$ cat src/rtl/snake_game_core.sv
// Snake game engine: steps the snake on a move timer, handles growth, food and
// collisions, and colours the current VGA pixel from the playfield state.
module snake_game_core #(
    parameter int MOVE_TICKS = 6_250_000,
    parameter int MAX_LEN    = 64,
    parameter int INIT_LEN   = 3,
    parameter int CELL_PX    = 20
) (
    input  logic        clk,
    input  logic        reset,
    input  logic        p_tick,
    input  logic        video_on,
    input  logic [9:0]  x,
    input  logic [9:0]  y,
    input  logic [3:0]  direction,
    output logic [11:0] rgb,
    output logic [6:0]  snake_length,
    output logic [5:0]  head_x,
    output logic [5:0]  head_y,
    output logic [4:0]  food_x,
    output logic [4:0]  food_y,
    output logic        game_over
);

    localparam int               CNT_W    = (MOVE_TICKS > 1) ? $clog2(MOVE_TICKS) : 1;
    localparam logic [CNT_W-1:0] CNT_LAST = CNT_W'(MOVE_TICKS - 1);

    // Heading codes: bit 0 flips between a heading and its reverse.
    localparam logic [1:0] HD_RIGHT = 2'd0;
    localparam logic [1:0] HD_LEFT  = 2'd1;
    localparam logic [1:0] HD_DOWN  = 2'd2;
    localparam logic [1:0] HD_UP    = 2'd3;

    logic [5:0]       seg_x_q [MAX_LEN];
    logic [5:0]       seg_y_q [MAX_LEN];
    logic [6:0]       len_q;
    logic [1:0]       heading_q;
    logic [1:0]       pending_q;
    logic [4:0]       food_x_q;
    logic [4:0]       food_y_q;
    logic             game_over_q;
    logic [11:0]      rgb_q;
    logic [CNT_W-1:0] cnt_q;
    logic [9:0]       lfsr_q;

    logic [1:0]  dir_req_d;
    logic        dir_hit_d;
    logic        dir_ok_d;
    logic [6:0]  next_x_d;
    logic [6:0]  next_y_d;
    logic        step_d;
    logic        wall_d;
    logic        eat_d;
    logic [6:0]  hit_limit_d;
    logic        self_hit_d;
    logic        move_d;
    logic [9:0]  lfsr_d;
    logic [4:0]  lfsr_y_d;
    logic [4:0]  new_food_y_d;
    logic [9:0]  cell_x_d;
    logic [9:0]  cell_y_d;
    logic        head_pix_d;
    logic        body_pix_d;
    logic        food_pix_d;
    logic [11:0] rgb_d;

    // NOTE: every variable assigned in an always_comb gets a default first, so no latch is inferred.
    always_comb begin
        dir_hit_d = 1'b1;
        dir_req_d = HD_RIGHT;
        case (direction)
            4'b1000: dir_req_d = HD_UP;
            4'b0100: dir_req_d = HD_DOWN;
            4'b0010: dir_req_d = HD_LEFT;
            4'b0001: dir_req_d = HD_RIGHT;
            default: dir_hit_d = 1'b0;
        endcase
    end

    assign dir_ok_d = dir_hit_d && (dir_req_d != {heading_q[1], ~heading_q[0]});

    // One spare MSB lets a step off the left/top edge wrap to a large value and fail the wall test.
    always_comb begin
        next_x_d = {1'b0, seg_x_q[0]};
        next_y_d = {1'b0, seg_y_q[0]};
        case (pending_q)
            HD_RIGHT: next_x_d = next_x_d + 7'd1;
            HD_LEFT:  next_x_d = next_x_d - 7'd1;
            HD_DOWN:  next_y_d = next_y_d + 7'd1;
            default:  next_y_d = next_y_d - 7'd1;
        endcase
    end

    assign step_d = p_tick && (cnt_q == CNT_LAST) && !game_over_q;
    assign wall_d = (next_x_d > 7'd31) || (next_y_d > 7'd23);
    assign eat_d  = (next_x_d == {2'b00, food_x_q}) && (next_y_d == {2'b00, food_y_q});

    // The tail vacates its cell on a plain move, so it only counts as an obstacle when growing.
    always_comb begin
        hit_limit_d = eat_d ? len_q : len_q - 7'd1;
        self_hit_d  = 1'b0;
        for (int i = 0; i < MAX_LEN; i++) begin
            if ((7'(i) < hit_limit_d) && ({1'b0, seg_x_q[i]} == next_x_d) &&
                ({1'b0, seg_y_q[i]} == next_y_d)) begin
                self_hit_d = 1'b1;
            end
        end
    end

    assign move_d       = step_d && !wall_d && !self_hit_d;
    assign lfsr_d       = {lfsr_q[8:0], lfsr_q[9] ^ lfsr_q[6]};
    assign lfsr_y_d     = lfsr_q[9:5];
    assign new_food_y_d = (lfsr_y_d >= 5'd24) ? lfsr_y_d - 5'd8 : lfsr_y_d;

    assign cell_x_d   = x / 10'(CELL_PX);
    assign cell_y_d   = y / 10'(CELL_PX);
    assign head_pix_d = (cell_x_d == {4'd0, seg_x_q[0]}) && (cell_y_d == {4'd0, seg_y_q[0]});
    assign food_pix_d = (cell_x_d == {5'd0, food_x_q}) && (cell_y_d == {5'd0, food_y_q});

    always_comb begin
        body_pix_d = 1'b0;
        for (int i = 1; i < MAX_LEN; i++) begin
            if ((7'(i) < len_q) && (cell_x_d == {4'd0, seg_x_q[i]}) &&
                (cell_y_d == {4'd0, seg_y_q[i]})) begin
                body_pix_d = 1'b1;
            end
        end
    end

    always_comb begin
        if (!video_on) begin
            rgb_d = 12'h000;
        end else if (game_over_q) begin
            rgb_d = 12'hFFF;
        end else if (head_pix_d) begin
            rgb_d = 12'h0F0;
        end else if (body_pix_d) begin
            rgb_d = 12'h080;
        end else if (food_pix_d) begin
            rgb_d = 12'hF00;
        end else begin
            rgb_d = 12'h000;
        end
    end

    // NOTE: sequential state uses non-blocking assignments so every register samples pre-edge values.
    always_ff @(posedge clk) begin
        if (!reset) begin
            // NOTE: the whole segment array is reset so the parallel comparators never see unknowns.
            for (int i = 0; i < MAX_LEN; i++) begin
                seg_x_q[i] <= (i < INIT_LEN) ? 6'(16 - i) : 6'd0;
                seg_y_q[i] <= (i < INIT_LEN) ? 6'd10 : 6'd0;
            end
            len_q       <= 7'(INIT_LEN);
            heading_q   <= HD_RIGHT;
            pending_q   <= HD_RIGHT;
            food_x_q    <= 5'd8;
            food_y_q    <= 5'd5;
            game_over_q <= 1'b0;
            rgb_q       <= 12'h000;
            cnt_q       <= '0;
            lfsr_q      <= 10'h2A5;
        end else if (p_tick) begin
            lfsr_q <= lfsr_d;
            rgb_q  <= rgb_d;
            cnt_q  <= (cnt_q == CNT_LAST) ? '0 : cnt_q + CNT_W'(1);
            if (dir_ok_d) begin
                pending_q <= dir_req_d;
            end
            if (step_d) begin
                heading_q <= pending_q;
                if (wall_d || self_hit_d) begin
                    game_over_q <= 1'b1;
                end
            end
            if (move_d) begin
                for (int i = MAX_LEN - 1; i > 0; i--) begin
                    seg_x_q[i] <= seg_x_q[i-1];
                    seg_y_q[i] <= seg_y_q[i-1];
                end
                seg_x_q[0] <= next_x_d[5:0];
                seg_y_q[0] <= next_y_d[5:0];
                if (eat_d) begin
                    if (len_q < 7'(MAX_LEN)) begin
                        len_q <= len_q + 7'd1;
                    end
                    food_x_q <= lfsr_q[4:0];
                    food_y_q <= new_food_y_d;
                end
            end
        end
    end

    assign rgb          = rgb_q;
    assign snake_length = len_q;
    assign head_x       = seg_x_q[0];
    assign head_y       = seg_y_q[0];
    assign food_x       = food_x_q;
    assign food_y       = food_y_q;
    assign game_over    = game_over_q;

endmodule

$ cat config.mk
export PLATFORM = sky130hd
export DESIGN_NAME = snake_game_core
export DESIGN_NICKNAME = d
export VERILOG_FILES = /design/src/rtl/snake_game_core.sv
export SDC_FILE = /design/constraint.sdc
export NUM_CORES = 2
export LEC_CHECK = 0
export ABC_CLOCK_PERIOD_IN_PS = 106600
export CAP_MARGIN = 30
export CORE_MARGIN = 2
export CORE_UTILIZATION = 30
export CTS_CLUSTER_DIAMETER = 200
export DETAILED_ROUTE_END_ITERATION = 6
export SYNTH_ARGS = -nofsm -noshare
export SYNTH_HDL_FRONTEND = slang
export SYNTH_SLANG_ARGS = --single-unit
$ cat constraint.sdc
create_clock -name clk -period 106.6 [get_ports clk]
set_input_delay 26.65 -clock clk [delete_from_list [all_inputs] [get_ports clk]]
set_output_delay 26.65 -clock clk [all_outputs]
set_load 0.05 [all_outputs]
# After elaboration in Yosys (flattened, before gate mapping)
# Memory sizes are Yosys's and may differ from the RTL's.
# Index checks and enable logic that the tools add are counted.
[word_totals]
regBits = 67
ram_bits = 768
in_bits = 28
memories = 2
[mem_list]
columns = ["memory", "words", "width", "read_ports", "rd_clocked_by_memory_dff", "wr", "line", "source"]
rows = [
  ["seg_x_q", 64, 6, 64, 0, 64, "34", "logic [5:0] seg_x_q [MAX_LEN];"],
  ["seg_y_q", 64, 6, 64, 0, 64, "35", "logic [5:0] seg_y_q [MAX_LEN];"],
]
[op_classes]
add_sub_neg = 8
n_div = 2
order_cmp = 131
n_eq_ne = 268
muxes = 272
bitwise = 130
n_reduce_logical = 275
[op_table]
columns = ["operator", "n"]
rows = [
  ["equality test 10 x 6 -> 1 bit", 128],
  ["equality test 6 x 7 -> 1 bit", 128],
  ["2-to-1 mux 6 bit", 128],
  ["< comparator 6 x 7 -> 1 bit (first input constant)", 64],
  ["logical AND 1 bit", 262],
  ["< comparator 5 x 7 -> 1 bit (first input constant)", 32],
  ["2-to-1 mux 1 bit", 133],
  ["bitwise OR 1 bit", 128],
  ["< comparator 4 x 7 -> 1 bit (first input constant)", 16],
  ["2-to-1 mux 12 bit", 5],
  ["< comparator 3 x 7 -> 1 bit (first input constant)", 8],
  ["< comparator 2 x 7 -> 1 bit (first input constant)", 4],
  ["case mux 7 bit (2 select lines)", 2],
  ["adder 23 x 1 -> 23 bit (second input constant)", 1],
  ["equality test 23 bit (second input constant)", 1],
  ["2-to-1 mux 23 bit", 1],
  ["< comparator 1 x 7 -> 1 bit (first input constant)", 3],
  ["divider 10 x 5 -> 10 bit (second input constant)", 2],
  ["equality test 10 x 5 -> 1 bit", 2],
  ["adder 6 x 1 -> 7 bit (second input constant)", 2],
  ["equality test 7 x 5 -> 1 bit", 2],
  ["greater-than comparator 7 x 5 -> 1 bit (second input constant)", 2],
  ["subtractor 6 x 1 -> 7 bit (second input constant)", 2],
  ["adder 7 x 1 -> 7 bit (second input constant)", 1],
  ["other kinds (24)", 29],
]

# Depth between registers and ports, before layout
[logic_depth]
word_depth = 80
depth_mapped = 34
mapped_depth_nobuf = 18

# Worst setup path before layout
# OpenSTA, ideal clock, no wires.
[synth_timing]
path_kind = "input to register"
startpoint = "input port p_tick"
endpoint = "memory seg_x_q[0][0] (enable)"
setup_ps = 2969
arrival_time_ps = 81415
required_ps = 103631
slack_ps = 22217
path_stages = 7
n_path_buf = 1
path_cell_list = "nand4_1 > nor4_1 > nand4b_1 > or3_1 > or2_2 > clkbuf_1 > o21ai_0"
[synth_lines]
columns = ["item", "line", "source"]
rows = [
  ["from (decl)", "11", "input logic p_tick,"],
  ["to (decl)", "34", ""],
]

# Worst setup path in the final report
[layout_timing]
startpoint = "input port y[8]"
endpoint = "register rgb_q[10] (netlist: rgb[10])"
[layout_via]
elab_chain_cells = 70
[layout_lines]
columns = ["item", "line", "source"]
rows = [
  ["from (decl)", "14", "input logic [9:0] y,"],
  ["divider 10 x 5 -> 10 bit *", "116", "assign cell_y_d = y / 10'(CELL_PX);"],
  ["equality test 10 x 6 -> 1 bit", "124", "(cell_y_d == {4'd0, seg_y_q[i]})) begin"],
  ["logical AND 1 bit", "123", "if ((7'(i) < len_q) && (cell_x_d == {4'd0, seg_x_q[i]}) &&"],
  ["2-to-1 mux 1 bit (63 in series)", "123", ""],
  ["2-to-1 mux 12 bit", "137", "end else if (body_pix_d) begin"],
  ["2-to-1 mux 12 bit *", "135", "end else if (head_pix_d) begin"],
  ["2-to-1 mux 12 bit *", "133", "end else if (game_over_q) begin"],
  ["2-to-1 mux 12 bit *", "131", "if (!video_on) begin"],
  ["to (signal assigned)", "165", "rgb_q <= rgb_d;"],
  ["to (decl)", "42", "logic [11:0] rgb_q;"],
]
# Every way passes the cells marked *; elsewhere a longest branch is shown, timed or not.
# A chain may end at the register's enable or synchronous reset.

==> flow_metrics.py <==
metrics = {
    "synth": {
        "synthesis.area_per_instance_um2": 10.2,
        "area_share_of_the_largest_cell_type_after_synthesis_pct": 40.7,
        "synth.cell_area_um2": 56700,
        "synth-warning-count": 0,
        "synth_enable_flop_cells": 768,
        "synth_cell_types": 96,
        "seq_area_frac_synth_pct": 42.8,
        "postSynthCellCount": 5555,
        "postSynth.asyncResetShare_pct": 0,
        "dominant_cell_type_by_area_after_synthesis": "sky130_fd_sc_hd__edfxtp_1",
        "yosys_most_used_dff": "sky130_fd_sc_hd__edfxtp_1",
        "post_synth_most_frequent_cells": "866 x sky130_fd_sc_hd__xnor2_1, 768 x sky130_fd_sc_hd__edfxtp_1, 702 x sky130_fd_sc_hd__and2_1, 587 x sky130_fd_sc_hd__xor2_1, 226 x sky130_fd_sc_hd__nor4_1",
        "synth-seq-cells": 827,
        "synth_area_leaders": "sky130_fd_sc_hd__edfxtp_1 41%, sky130_fd_sc_hd__xnor2_1 13%, sky130_fd_sc_hd__xor2_1 9.1%",
        "dominant_cell_by_count_in_the_synthesized_netlist": "sky130_fd_sc_hd__xnor2_1",
    },
    "clock_tree": {
        "cts.sink_count": 827,
        "cts_tree": "yes",
        "clockBufferDepth": 3,
        "cts-hold-fix-buffers": 0,
        "source_to_sink_clock_delay_at_the_later_pin_of_the_worst_skew_pair_ps": 730,
        "postcts_setup_bufs": 0,
        "clkTransAtPathRegs_ps": 60,
        "cts_made_buffers": 91,
        "cts_htree_levels": 3,
        "cts_root_buffer": "sky130_fd_sc_hd__clkbuf_16",
        "post_cts.resized_instances": 0,
    },
    "sta": {
        "worst_clock_skew_ps": 33.9,
        "max_freq_mhz": 30.1,
        "setup_viol_count_final": 0,
        "finalSetupTns_ps": 0,
        "worst_slew_pin_slew_ps": 1190,
        "final-max-slew-violation-count": 0,
        "slew_headroom_pct": 20.7,
        "grt_setup_unrepaired": "no",
        "final_min_period_over_clock_period_pct": 31.1,
        "hold_viol_final": 0,
        "period_minus_slack_ps": 33190,
        "setup_slack_ps": 73410,
    },
    "placed_design": {
        "place_congestion": 0.994,
        "post_dp_cell_area_um2": 59900,
        "port_buffers": 65,
        "pre_cts_ws_ps": 73010,
        "place_hpwl_mm": 148,
    },
    "grt": {
        "grt_first_pass_wirelength_mm": 309,
        "grt_antenna_before_repair": 13,
        "track_usage_pct": 21.9,
        "grt_pass1_vias": 42752,
        "grt_start_max_net_pins": 253,
        "gr-total-overflow": 0,
    },
    "critical_path": {
        "timing.critical_path.required_ps": 107160,
        "element_type_at_the_critical_path_end": "flip-flop",
        "cp_data_arrival_time_ps": 33750,
        "worstSetupPathType": "input pin to flip-flop",
        "timing.critical_path.mode_cell": "sky130_fd_sc_hd__buf_4",
        "startpoint_type": "input pin",
        "critPathSlowestCell": "sky130_fd_sc_hd__clkdlybuf4s50_1",
        "worstPathMaxFanout": 30,
        "max_stage_delay_ps": 1120,
        "path_cells": "clkdlybuf4s50_1 > nor2b_1 > a22oi_1 > o21ai_4 > buf_4 > buf_4 > buf_4 > xnor2_1 > or4_1 > nor4_1 > nand4_1 > and4_1 > a21boi_0 > nor4_1 > nand4_1 > o21ai_0",
    },
    "route": {
        "drt.antenna.violating_nets": 0,
        "drc": 0,
        "drt_pass1_iterations": 6,
        "first_iter_violations": 6058,
        "drt-wirelength-per-cell_um": 27.1,
        "finalWirelength_mm": 217,
        "via_count": 45429,
        "avgViaCountPerCell": 5.66,
    },
    "floorplan": {
        "design.portCount": 70,
        "core-area_um2": 188000,
        "dieArea_um2": 192000,
        "die_width_um": 439,
        "die_extent_in_y_um": 439,
        "row_count": 159,
        "floorplan.initialDensity_pct": 30.2,
    },
    "layout": {
        "fill_cells": 19039,
        "final-seq-area_um2": 24200,
        "layout-drive-gt1-share_pct": 6.75,
        "postLayoutCellArea_um2": 62900,
        "layout.nets": 5495,
        "areaGrowthSynthToFinish_pct": 10.9,
        "multi_input_area_um2": 30400,
    },
    "power_and_ir_drop": {
        "share_clk_of_total_power_pct": 36.0,
        "internal_power_mw": 0.611,
        "power-per-cell-area_nw_per_um2": 14.1,
        "switching_part_of_the_total_power_pct": 31.1,
        "total_power_mw": 0.886,
        "power_frac_seq_pct": 44.2,
        "proportion_of_power_drawn_by_combinational_gates_pct": 19.8,
        "total_switching_power_mw": 0.275,
        "vdd_ir_drop_max_v": 0.0000132,
        "power_leakage_nw": 20.4,
    },
    "hold_path": {
        "worst_hold_path_type": "flip-flop to flip-flop",
    },
    "run": {
        "maxCapViolCount": 0,
    },
    "outcome": {
        "run_status": "complete, no violations",
    },
}
==> flip-flops by register name (all words and copies together) (netlist names), 4 cells and up <==
register / cells
seg_x_q: 384
seg_y_q: 384
cnt_q: 23
lfsr_q: 10
snake_length: 7
food_x: 5
food_y: 5
rgb: 4
==> through the flow <==
stage | cells | hold WS [ps] | util [%]
2_1_floorplan | 5556 | 444 | -
3_3_place_gp | 7831 | 460 | 31.8
3_5_place_dp | 7848 | 462 | 31.9
4_1_cts | 8013 | 472 | 33.4
5_1_grt | 8020 | 493 | 33.5
6_report | 8022 | 475 | 33.5
==> metal layers <==
layer	up-vias	share of wire [%]	GRT usage (%)	wire, um
met4	6	5.6	10.7	12200
met3	474	11	4.81	23300
met1	22703	41	30.0	88500
met2	2558	43	32.5	93400
li1	19688	-	-	-
met5	-	0.017	0	36
==> cell families after synthesis <==
family,Yosys count,synth area share (%)
flops,827,42.8
other cells,1,0.00661
fa+ha+maj,18,0.415
simple gates,2022,20.7
mux,55,1.03
compound gates,679,8.41
buf+inv,500,4.21
xor+xnor,1453,22.4
==> power by group through the flow <==
stage	Combinational [mW]	Sequential, mW	Clock [mW]
floorplan	0.119	0.421	0
global placement	0.168	0.397	0
detailed placement	0.171	0.398	0
CTS	0.172	0.391	0.321
global route	0.185	0.393	0.333
finish	0.175	0.392	0.319
==> worst max-delay path: cells and delay by family <==
| kind | cells | cell delay [ps] |
|---|---|---|
| compound gates | 4 | 740 |
| xor+xnor | 1 | 110 |
| buf+inv | 4 | 2830 |
| simple gates | 7 | 3300 |
==> cells in the final DEF, fill, tap and decap left out, types with 35 or more instances in the layout <==
cell	Yosys	final
sky130_fd_sc_hd__nor4_1	226	224
sky130_fd_sc_hd__nand4_1	165	165
sky130_fd_sc_hd__o2111ai_1	45	44
sky130_fd_sc_hd__o21ai_0	128	123
sky130_fd_sc_hd__nor2_1	156	151
sky130_fd_sc_hd__edfxtp_1	768	768
sky130_fd_sc_hd__and3_1	45	45
sky130_fd_sc_hd__buf_4	65	123
sky130_fd_sc_hd__and2_1	702	702
sky130_fd_sc_hd__nand2b_1	39	39
sky130_fd_sc_hd__xor2_1	587	587
sky130_fd_sc_hd__nor3_1	147	145
sky130_fd_sc_hd__or4_1	42	42
sky130_fd_sc_hd__or3_1	45	45
sky130_fd_sc_hd__inv_1	82	81
sky130_fd_sc_hd__a21oi_1	126	126
sky130_fd_sc_hd__clkdlybuf4s50_1	0	65
sky130_fd_sc_hd__xnor2_1	866	866
sky130_fd_sc_hd__dfxtp_1	59	57
sky130_fd_sc_hd__nand3_1	159	157
sky130_fd_sc_hd__a2111oi_0	48	45
sky130_fd_sc_hd__nand2_1	160	158
sky130_fd_sc_hd__mux2i_1	39	35
sky130_fd_sc_hd__clkbuf_16	0	95
==> layout make-up <==
cell class | count | area share, %
multi-input cells | 4229 | 48.3
flip-flops and latches | 827 | 38.6
well taps | 2495 | 4.96
clock buffers | 109 | 3.90
repair buffers | 218 | 3.13
clock inverters | 56 | 0.637
inverters | 84 | 0.503
diodes | 4 | 0.0159
==> worst paths after layout <==
path         slack [ps]  depth (start not counted)              end         start
max               73410                         16          rgb[10]          y[8]
min                 470                          2     heading_q[0]  heading_q[0]
max reg2reg       95310                         24  seg_x_q[0][338]  pending_q[1]
min reg2reg         470                          2     heading_q[0]  heading_q[0]
Note: power is estimated with default switching activity, not from simulation.
